==> src/rtl/ctrl_ringbuf_seq.sv <==
// Ring-buffer sequencer: arbitrates between new-sample writes and tap walks
// over a circular window [uptr, lptr] of the data RAM. Writes advance the
// head offset; a tap walk presents addresses newest-first down to the oldest.
package ctrl;
    localparam int DATA_RAM_ADDRESS_WIDTH = 8;
    localparam int DATA_OFFSET_WIDTH      = 8;
endpackage

module ctrl_ringbuf_seq #(
    parameter int DATA_ADDRESS_WIDTH = ctrl::DATA_RAM_ADDRESS_WIDTH,
    parameter int DATA_OFFSET_WIDTH  = ctrl::DATA_OFFSET_WIDTH
) (
    input logic               clk,
    input logic               clr_n,
    ctrl_ringbuf_seq_if.slave bus
);
    localparam int AW = DATA_ADDRESS_WIDTH;
    localparam int OW = DATA_OFFSET_WIDTH;

    typedef enum logic [2:0] {
        IDLE,
        WRITE,
        INIT,
        RUN,
        DONE
    } state_t;

    state_t        state;
    state_t        state_next;
    logic [OW-1:0] head_off;
    logic [OW-1:0] head_next;
    logic [AW-1:0] head_addr;
    logic [AW-1:0] uptr_q;
    logic [AW-1:0] lptr_q;
    logic          last_grant_wr;
    logic          grant_wr;
    logic          grant_calc;

    assign bus.rb_uptr = uptr_q;
    assign bus.rb_lptr = lptr_q;

    // Next head offset: wrap to the window start once the head sits on the last address
    always_comb begin
        head_addr = uptr_q + AW'(head_off);
        if (head_addr >= lptr_q) begin
            head_next = '0;
        end else begin
            head_next = head_off + OW'(1);
        end
    end

    // Round-robin arbitration: with both requests pending, the side not granted last wins
    always_comb begin
        grant_wr   = bus.wr_req & (~bus.calc_req | ~last_grant_wr);
        grant_calc = bus.calc_req & ~grant_wr;
    end

    // State, head offset, captured window and arbitration history
    always_ff @(posedge clk) begin
        if (!clr_n) begin
            state         <= IDLE;
            head_off      <= '0;
            uptr_q        <= '0;
            lptr_q        <= '0;
            last_grant_wr <= 1'b0;
        end else begin
            state <= state_next;
            if (state == IDLE) begin
                uptr_q <= bus.cfg_uptr;
                lptr_q <= bus.cfg_lptr;
                if (grant_wr) begin
                    last_grant_wr <= 1'b1;
                end else if (grant_calc) begin
                    last_grant_wr <= 1'b0;
                end
            end
            if (state == WRITE) begin
                head_off <= head_next;
            end
        end
    end

    // Next-state decode and per-state strobes; everything idles at zero
    always_comb begin
        state_next         = state;
        bus.wr_ack         = 1'b0;
        bus.ram_we         = 1'b0;
        bus.ram_waddr      = '0;
        bus.calc_ack       = 1'b0;
        bus.calc_done      = 1'b0;
        bus.tap_valid      = 1'b0;
        bus.tap_addr       = '0;
        bus.tap_last       = 1'b0;
        bus.rb_init        = 1'b0;
        bus.rb_cnt         = 1'b0;
        bus.rb_head_offset = '0;
        case (state)
            IDLE: begin
                if (grant_wr) begin
                    state_next = WRITE;
                end else if (grant_calc) begin
                    state_next = INIT;
                end
            end
            WRITE: begin
                bus.wr_ack    = 1'b1;
                bus.ram_we    = 1'b1;
                bus.ram_waddr = uptr_q + AW'(head_next);
                state_next    = IDLE;
            end
            INIT: begin
                bus.calc_ack       = 1'b1;
                bus.rb_init        = 1'b1;
                bus.rb_head_offset = head_off;
                state_next         = RUN;
            end
            RUN: begin
                bus.tap_valid = 1'b1;
                bus.tap_addr  = bus.rb_addr;
                bus.tap_last  = bus.rb_finish_f;
                bus.rb_cnt    = bus.tap_ready & ~bus.rb_finish_f;
                if (bus.tap_ready && bus.rb_finish_f) begin
                    state_next = DONE;
                end
            end
            DONE: begin
                bus.calc_done = 1'b1;
                state_next    = IDLE;
            end
            default: begin
                state_next = IDLE;
            end
        endcase
    end
endmodule

==> src/rtl/ctrl_ringbuf_seq_if.sv <==
// Handshake and bus bundle between the ring-buffer sequencer, its clients,
// the data RAM write port and the ring-buffer address driver.
interface ctrl_ringbuf_seq_if #(
    parameter int AW = 8,
    parameter int OW = 8
);
    logic [AW-1:0] cfg_uptr;
    logic [AW-1:0] cfg_lptr;
    logic          wr_req;
    logic          wr_ack;
    logic          ram_we;
    logic [AW-1:0] ram_waddr;
    logic          calc_req;
    logic          calc_ack;
    logic          calc_done;
    logic          tap_valid;
    logic          tap_ready;
    logic [AW-1:0] tap_addr;
    logic          tap_last;
    logic          rb_init;
    logic          rb_cnt;
    logic [AW-1:0] rb_uptr;
    logic [AW-1:0] rb_lptr;
    logic [OW-1:0] rb_head_offset;
    logic          rb_finish_f;
    logic [AW-1:0] rb_addr;

    // Environment side: clients, tap consumer and ring-buffer driver
    modport master (
        output cfg_uptr, cfg_lptr, wr_req, calc_req, tap_ready, rb_finish_f, rb_addr,
        input  wr_ack, ram_we, ram_waddr, calc_ack, calc_done, tap_valid, tap_addr,
               tap_last, rb_init, rb_cnt, rb_uptr, rb_lptr, rb_head_offset
    );

    // Sequencer side
    modport slave (
        input  cfg_uptr, cfg_lptr, wr_req, calc_req, tap_ready, rb_finish_f, rb_addr,
        output wr_ack, ram_we, ram_waddr, calc_ack, calc_done, tap_valid, tap_addr,
               tap_last, rb_init, rb_cnt, rb_uptr, rb_lptr, rb_head_offset
    );
endinterface

==> src/flat_wrapper.sv <==
// flat-port wrapper written by rule: the top's interface ports become plain ports
module ctrl_ringbuf_seq_flat 
#(
    parameter int DATA_ADDRESS_WIDTH = ctrl::DATA_RAM_ADDRESS_WIDTH,
    parameter int DATA_OFFSET_WIDTH  = ctrl::DATA_OFFSET_WIDTH
)
  (clk, clr_n, bus_cfg_uptr, bus_cfg_lptr, bus_wr_req, bus_calc_req, bus_tap_ready, bus_rb_finish_f, bus_rb_addr, bus_wr_ack, bus_ram_we, bus_ram_waddr, bus_calc_ack, bus_calc_done, bus_tap_valid, bus_tap_addr, bus_tap_last, bus_rb_init, bus_rb_cnt, bus_rb_uptr, bus_rb_lptr, bus_rb_head_offset);
  ctrl_ringbuf_seq_if #(.AW((8)), .OW((8))) bus_i ();
  input logic clk;
  input logic clr_n;
  input wire logic [$bits(bus_i.cfg_uptr)-1:0] bus_cfg_uptr;
  input wire logic [$bits(bus_i.cfg_lptr)-1:0] bus_cfg_lptr;
  input wire logic [$bits(bus_i.wr_req)-1:0] bus_wr_req;
  input wire logic [$bits(bus_i.calc_req)-1:0] bus_calc_req;
  input wire logic [$bits(bus_i.tap_ready)-1:0] bus_tap_ready;
  input wire logic [$bits(bus_i.rb_finish_f)-1:0] bus_rb_finish_f;
  input wire logic [$bits(bus_i.rb_addr)-1:0] bus_rb_addr;
  output wire logic [$bits(bus_i.wr_ack)-1:0] bus_wr_ack;
  output wire logic [$bits(bus_i.ram_we)-1:0] bus_ram_we;
  output wire logic [$bits(bus_i.ram_waddr)-1:0] bus_ram_waddr;
  output wire logic [$bits(bus_i.calc_ack)-1:0] bus_calc_ack;
  output wire logic [$bits(bus_i.calc_done)-1:0] bus_calc_done;
  output wire logic [$bits(bus_i.tap_valid)-1:0] bus_tap_valid;
  output wire logic [$bits(bus_i.tap_addr)-1:0] bus_tap_addr;
  output wire logic [$bits(bus_i.tap_last)-1:0] bus_tap_last;
  output wire logic [$bits(bus_i.rb_init)-1:0] bus_rb_init;
  output wire logic [$bits(bus_i.rb_cnt)-1:0] bus_rb_cnt;
  output wire logic [$bits(bus_i.rb_uptr)-1:0] bus_rb_uptr;
  output wire logic [$bits(bus_i.rb_lptr)-1:0] bus_rb_lptr;
  output wire logic [$bits(bus_i.rb_head_offset)-1:0] bus_rb_head_offset;
  assign bus_i.cfg_uptr = bus_cfg_uptr;
  assign bus_i.cfg_lptr = bus_cfg_lptr;
  assign bus_i.wr_req = bus_wr_req;
  assign bus_i.calc_req = bus_calc_req;
  assign bus_i.tap_ready = bus_tap_ready;
  assign bus_i.rb_finish_f = bus_rb_finish_f;
  assign bus_i.rb_addr = bus_rb_addr;
  assign bus_wr_ack = bus_i.wr_ack;
  assign bus_ram_we = bus_i.ram_we;
  assign bus_ram_waddr = bus_i.ram_waddr;
  assign bus_calc_ack = bus_i.calc_ack;
  assign bus_calc_done = bus_i.calc_done;
  assign bus_tap_valid = bus_i.tap_valid;
  assign bus_tap_addr = bus_i.tap_addr;
  assign bus_tap_last = bus_i.tap_last;
  assign bus_rb_init = bus_i.rb_init;
  assign bus_rb_cnt = bus_i.rb_cnt;
  assign bus_rb_uptr = bus_i.rb_uptr;
  assign bus_rb_lptr = bus_i.rb_lptr;
  assign bus_rb_head_offset = bus_i.rb_head_offset;
  ctrl_ringbuf_seq #(.DATA_ADDRESS_WIDTH(DATA_ADDRESS_WIDTH), .DATA_OFFSET_WIDTH(DATA_OFFSET_WIDTH)) u_core (.clk(clk), .clr_n(clr_n), .bus(bus_i));
endmodule
==> config.mk <==
export PLATFORM = sky130hd
export DESIGN_NAME = ctrl_ringbuf_seq_flat
export DESIGN_NICKNAME = d
export VERILOG_FILES = /design/src/rtl/ctrl_ringbuf_seq.sv /design/src/rtl/ctrl_ringbuf_seq_if.sv /design/src/flat_wrapper.sv
export SDC_FILE = /design/constraint.sdc
export NUM_CORES = 1
export LEC_CHECK = 0
export ABC_AREA = 0
export BUFFER_PORTS_ARGS = -buffer_cell sky130_fd_sc_hd__buf_2
export CAP_MARGIN = 20
export CORE_AREA = 2 2 66 68
export CTS_BUF_LIST = sky130_fd_sc_hd__clkbuf_4 sky130_fd_sc_hd__clkbuf_8 sky130_fd_sc_hd__clkbuf_16
export DETAILED_ROUTE_END_ITERATION = 8
export DIE_AREA = 0 0 68 70
export HOLD_SLACK_MARGIN = 0.12
export PLACE_DENSITY_LB_ADDON = 0.05
export SKIP_LAST_GASP = 1
export SYNTH_ARGS = -nofsm -noshare
export SYNTH_HDL_FRONTEND = slang
export SYNTH_SLANG_ARGS = --single-unit
export TNS_END_PERCENT = 10
==> constraint.sdc <==
create_clock -name clk -period 10.9 [get_ports clk]
set_clock_uncertainty 0.1 [all_clocks]
set_input_delay 1.635 -clock clk [delete_from_list [all_inputs] [get_ports clk]]
set_output_delay 1.635 -clock clk [all_outputs]
set_load 0.01 [all_outputs]
==> reports/metrics.cfg <==
[run_status]
outcome=finished, final reports clean

[final_layout]
postLayoutCoreUtil_pct=63.3
num-nets-final=406
drive_above_1_share_pct=24.6
insertedDiodeCount=0
register_area_um2=561
fillCellCount=385
post_route_cell_area_um2=2620
multi_input_area_um2=1480
post_synthesis_to_final_layout_area_growth_pct=22.9

[placement]
buffer_ports.inserted=77
placed_area_um2=2550
gp_congestion=0.817
detailed_place_hpwl_um=3980

[clocking]
cts_hold_buf=0
post-cts-setup-buffer-count=0
cts.sinks=28
clock_tree.root_cell=clkbuf_8
worst_skew_pair.late_latency_ps=280
cts_resized=0
cts_buffer_count=3
worst_setup_hold_path_clk_slew_ps=100
htree_num_levels=1
cts_tree=yes
cts_buffer_depth=2

[setup_path]
endpoint_kind=output port
cp-start-kind=flop
worst_setup_path_type=flop to output port
critPathArrivalTime_ps=5050
regToRegSetupSlack_ps=7400
path_common_cell=ha_1
r2r_start=u_core.bus.rb_uptr[1]$_SDFFE_PN0N_
critical_path.cell_chain=ha_1 > a21o_1 > a21oi_1 > o21ai_0 > o41ai_1 > xnor2_1 > ha_1 > nand2_1 > nor3_1 > a21o_1 > nor2_1 > ha_1 > a211oi_2 > nor2_1 > or4_1 > a31oi_2 > xnor3_1 > and2_1 > buf_2
crit_end=bus_ram_waddr[7]
ff2ff_path_depth=13
critical_path.startpoint=u_core.bus.rb_uptr[1]$_SDFFE_PN0N_
critPathMaxFanout=16
critPathSlowestCell=dfxtp_1
timing.critical_path.slowest_cell_delay_ps=520
required_ps=9170
reg2reg_end=u_core.head_off[7]$_SDFFE_PN0P_
crit_buf_inv=1
worst-path-stages=19
critPathTopFamily=compound AO/OA/AOI/OAI gates

[drt]
ant_nets=0
vias_per_cell=5.23
totalWireLength_um=5170
drtIter0Drc=69
drt-wirelength-per-cell_um=12.9
drtPass1Iterations=4
route.vias.total=2102
drc_errors=0

[sta]
timing.slew.headroom_pct=57.0
fin_tns_setup_ps=0
max_clock_freq_ghz=0.147
count_of_final_setup_violators=0
finalWorstPathRequiredPeriod_ps=6780
finalHoldViolCount=0
tightestPinTransition_ps=645
timing.final.max_slew_violations=0
rsz0062_at_grt=no
final.period_utilization_pct=62.2

[power_and_ir_drop]
share_of_total_power_in_the_clock_network_pct=28.7
cellPowerDensity_nw_per_um2=113
seq_power_share_pct=40.4
static-leakage-power_uw=0.00136
max_ir_drop_vdd_mv=0.0644
internal_power_uw=197
netSwitchingPower_uw=100
pwr-share-comb_pct=30.9
switching_share_of_power_pct=33.7

[grt]
grt_start_max_net_pins=31
grt_first_pass_wirelength_um=8580
grt_antenna_before_repair=0
globalRouteOverflowTotal=0
grt_util_all_layers_pct=23.2
number_of_global_route_vias_before_repair=1952

[yosys]
syn-num-nets=334
yosys_warnings=0
top_flip_flop_cell_by_instance_count_after_synthesis=dfxtp_1
synth_cell_type_count=36
synth.yosys.seq_area_share_pct=26.3
syn_inst=279
postSynthAreaPerCell_um2=7.65
postSynthRegisterBits=28
synth-async-reset-ratio_pct=0
count_of_flip_flops_with_a_built_in_enable_after_synthesis=0
mappedNetlistArea_um2=2130

[die]
initial_utilization_pct=51.5
core_region_area_um2=4140
boundaryPins=78
chip_height_um=70
fp_rows=24
chipWidth_um=68
area_of_the_die_um2=4760

[flow_run]
max-cap-violations=0

[hold_path]
timing.hold.worst.class=flop to flop

==> flip-flops by register name, indices dropped and copies added (netlist names) <==
register / count
u_core.bus.rb_uptr: 8
u_core.bus.rb_lptr: 8
u_core.last_grant_wr: 1
u_core.head_off: 8
u_core.state: 3
==> Yosys cell counts, drive strengths merged, types with 3 or more instances <==
cell | instances | share of area, %
o21ai | 11 | 2.6
ha | 23 | 13
a21o | 5 | 1.8
xor2 | 5 | 2.1
o21a | 3 | 1.1
and2 | 21 | 6.2
inv | 14 | 2.5
a21oi | 14 | 3.3
nand3 | 4 | 0.94
nand2 | 50 | 8.8
nor2 | 27 | 4.8
xnor2 | 11 | 4.5
nor2b | 4 | 1.2
a21boi | 18 | 6.3
clkbuf | 9 | 1.6
nor3 | 6 | 1.4
or3 | 3 | 0.88
dfxtp | 28 | 26
==> per-layer routing <==
metal	share of wire, %	vias to the layer above	GRT usage (%)
met5	0	-	0
met1	47	961	29.6
met2	47	55	40.6
met3	4.5	5	2.58
met4	0.91	0	5.56
li1	-	1081	-
==> cell usage in the layout, fill, tap and decap left out, types with 3 or more instances in the layout <==
| cell type | synthesis | final |
|---|---|---|
| buf_2 | 0 | 77 |
| dfxtp_1 | 28 | 28 |
| a21boi_0 | 18 | 18 |
| clkbuf_8 | 0 | 3 |
| or3_1 | 3 | 3 |
| ha_1 | 23 | 23 |
| o21a_1 | 3 | 3 |
| a21oi_1 | 14 | 14 |
| nand2_1 | 50 | 50 |
| nor2_1 | 27 | 27 |
| nor3_1 | 6 | 5 |
| xor2_1 | 5 | 5 |
| inv_1 | 14 | 14 |
| and2_1 | 21 | 21 |
| o21ai_0 | 10 | 10 |
| xnor2_1 | 11 | 11 |
| a21o_1 | 5 | 5 |
| nor2b_1 | 4 | 4 |
| nand3_1 | 4 | 4 |
==> metrics by stage <==
step	setup slack [ps]	std cells	hold slack, ps	power [uW]
final	4120	402	387	297
after floorplan	4760	279	386	183
after detailed placement	4450	398	375	215
after CTS	4100	402	392	300
after global placement	4540	397	369	212
after global routing	3750	402	411	318
==> tightest hold or removal path: stages (launching register included) <==
cell and delay [ps]:
dfxtp_1 330, nand2_1 50, a21boi_0 60
==> how the worst min path moves through the flow <==
stage | from | cells past startpoint | slack, ps | to
4_1_cts | u_core.bus.rb_lptr[4]$_SDFFE_PN0N_ | 2 | 390 | u_core.bus.rb_lptr[4]$_SDFFE_PN0N_
2_1_floorplan | u_core.head_off[6]$_SDFFE_PN0P_ | 2 | 390 | u_core.head_off[6]$_SDFFE_PN0P_
3_3_place_gp | u_core.bus.rb_lptr[3]$_SDFFE_PN0N_ | 2 | 370 | u_core.bus.rb_lptr[3]$_SDFFE_PN0N_
6_report | u_core.bus.rb_lptr[4]$_SDFFE_PN0N_ | 2 | 390 | u_core.bus.rb_lptr[4]$_SDFFE_PN0N_
5_1_grt | u_core.bus.rb_lptr[7]$_SDFFE_PN0N_ | 2 | 410 | u_core.bus.rb_lptr[7]$_SDFFE_PN0N_
3_5_place_dp | u_core.bus.rb_lptr[4]$_SDFFE_PN0N_ | 2 | 380 | u_core.bus.rb_lptr[4]$_SDFFE_PN0N_
==> cell type report <==
cell class                 instances  share of cell area (%)
multi-input combinational        226                    56.3
sequential                        28                    21.4
timing repair buffer              78                    15.1
tap                               52                    2.48
inverter                          14                    2.00
clock buffer                       3                    1.57
clock inverter                     1                    1.15
==> logic make-up (layout without fill, tap and decap cells) <==
kind of cell,Yosys count,in the layout,share of synthesized area [%]
AOI/OAI and AO/OA,59,59,18.3
muxes,1,1,0.469
DFF,28,28,26.3
adders and majority gates,25,25,15.4
and+or+nand+nor,124,124,27.2
buffers and inverters,25,96,4.75
xor gates and xnor gates,17,17,7.62
==> power by group through the flow <==
stage	registers [uW]	clock network, uW	logic, uW
detailed placement	123	0	92.5
finish	120	85.2	91.9
global route	122	91.2	105
global placement	122	0	90.0
CTS	120	86.9	93.0
floorplan	123	0	60.2
Note: power is estimated with default switching activity, not from simulation.
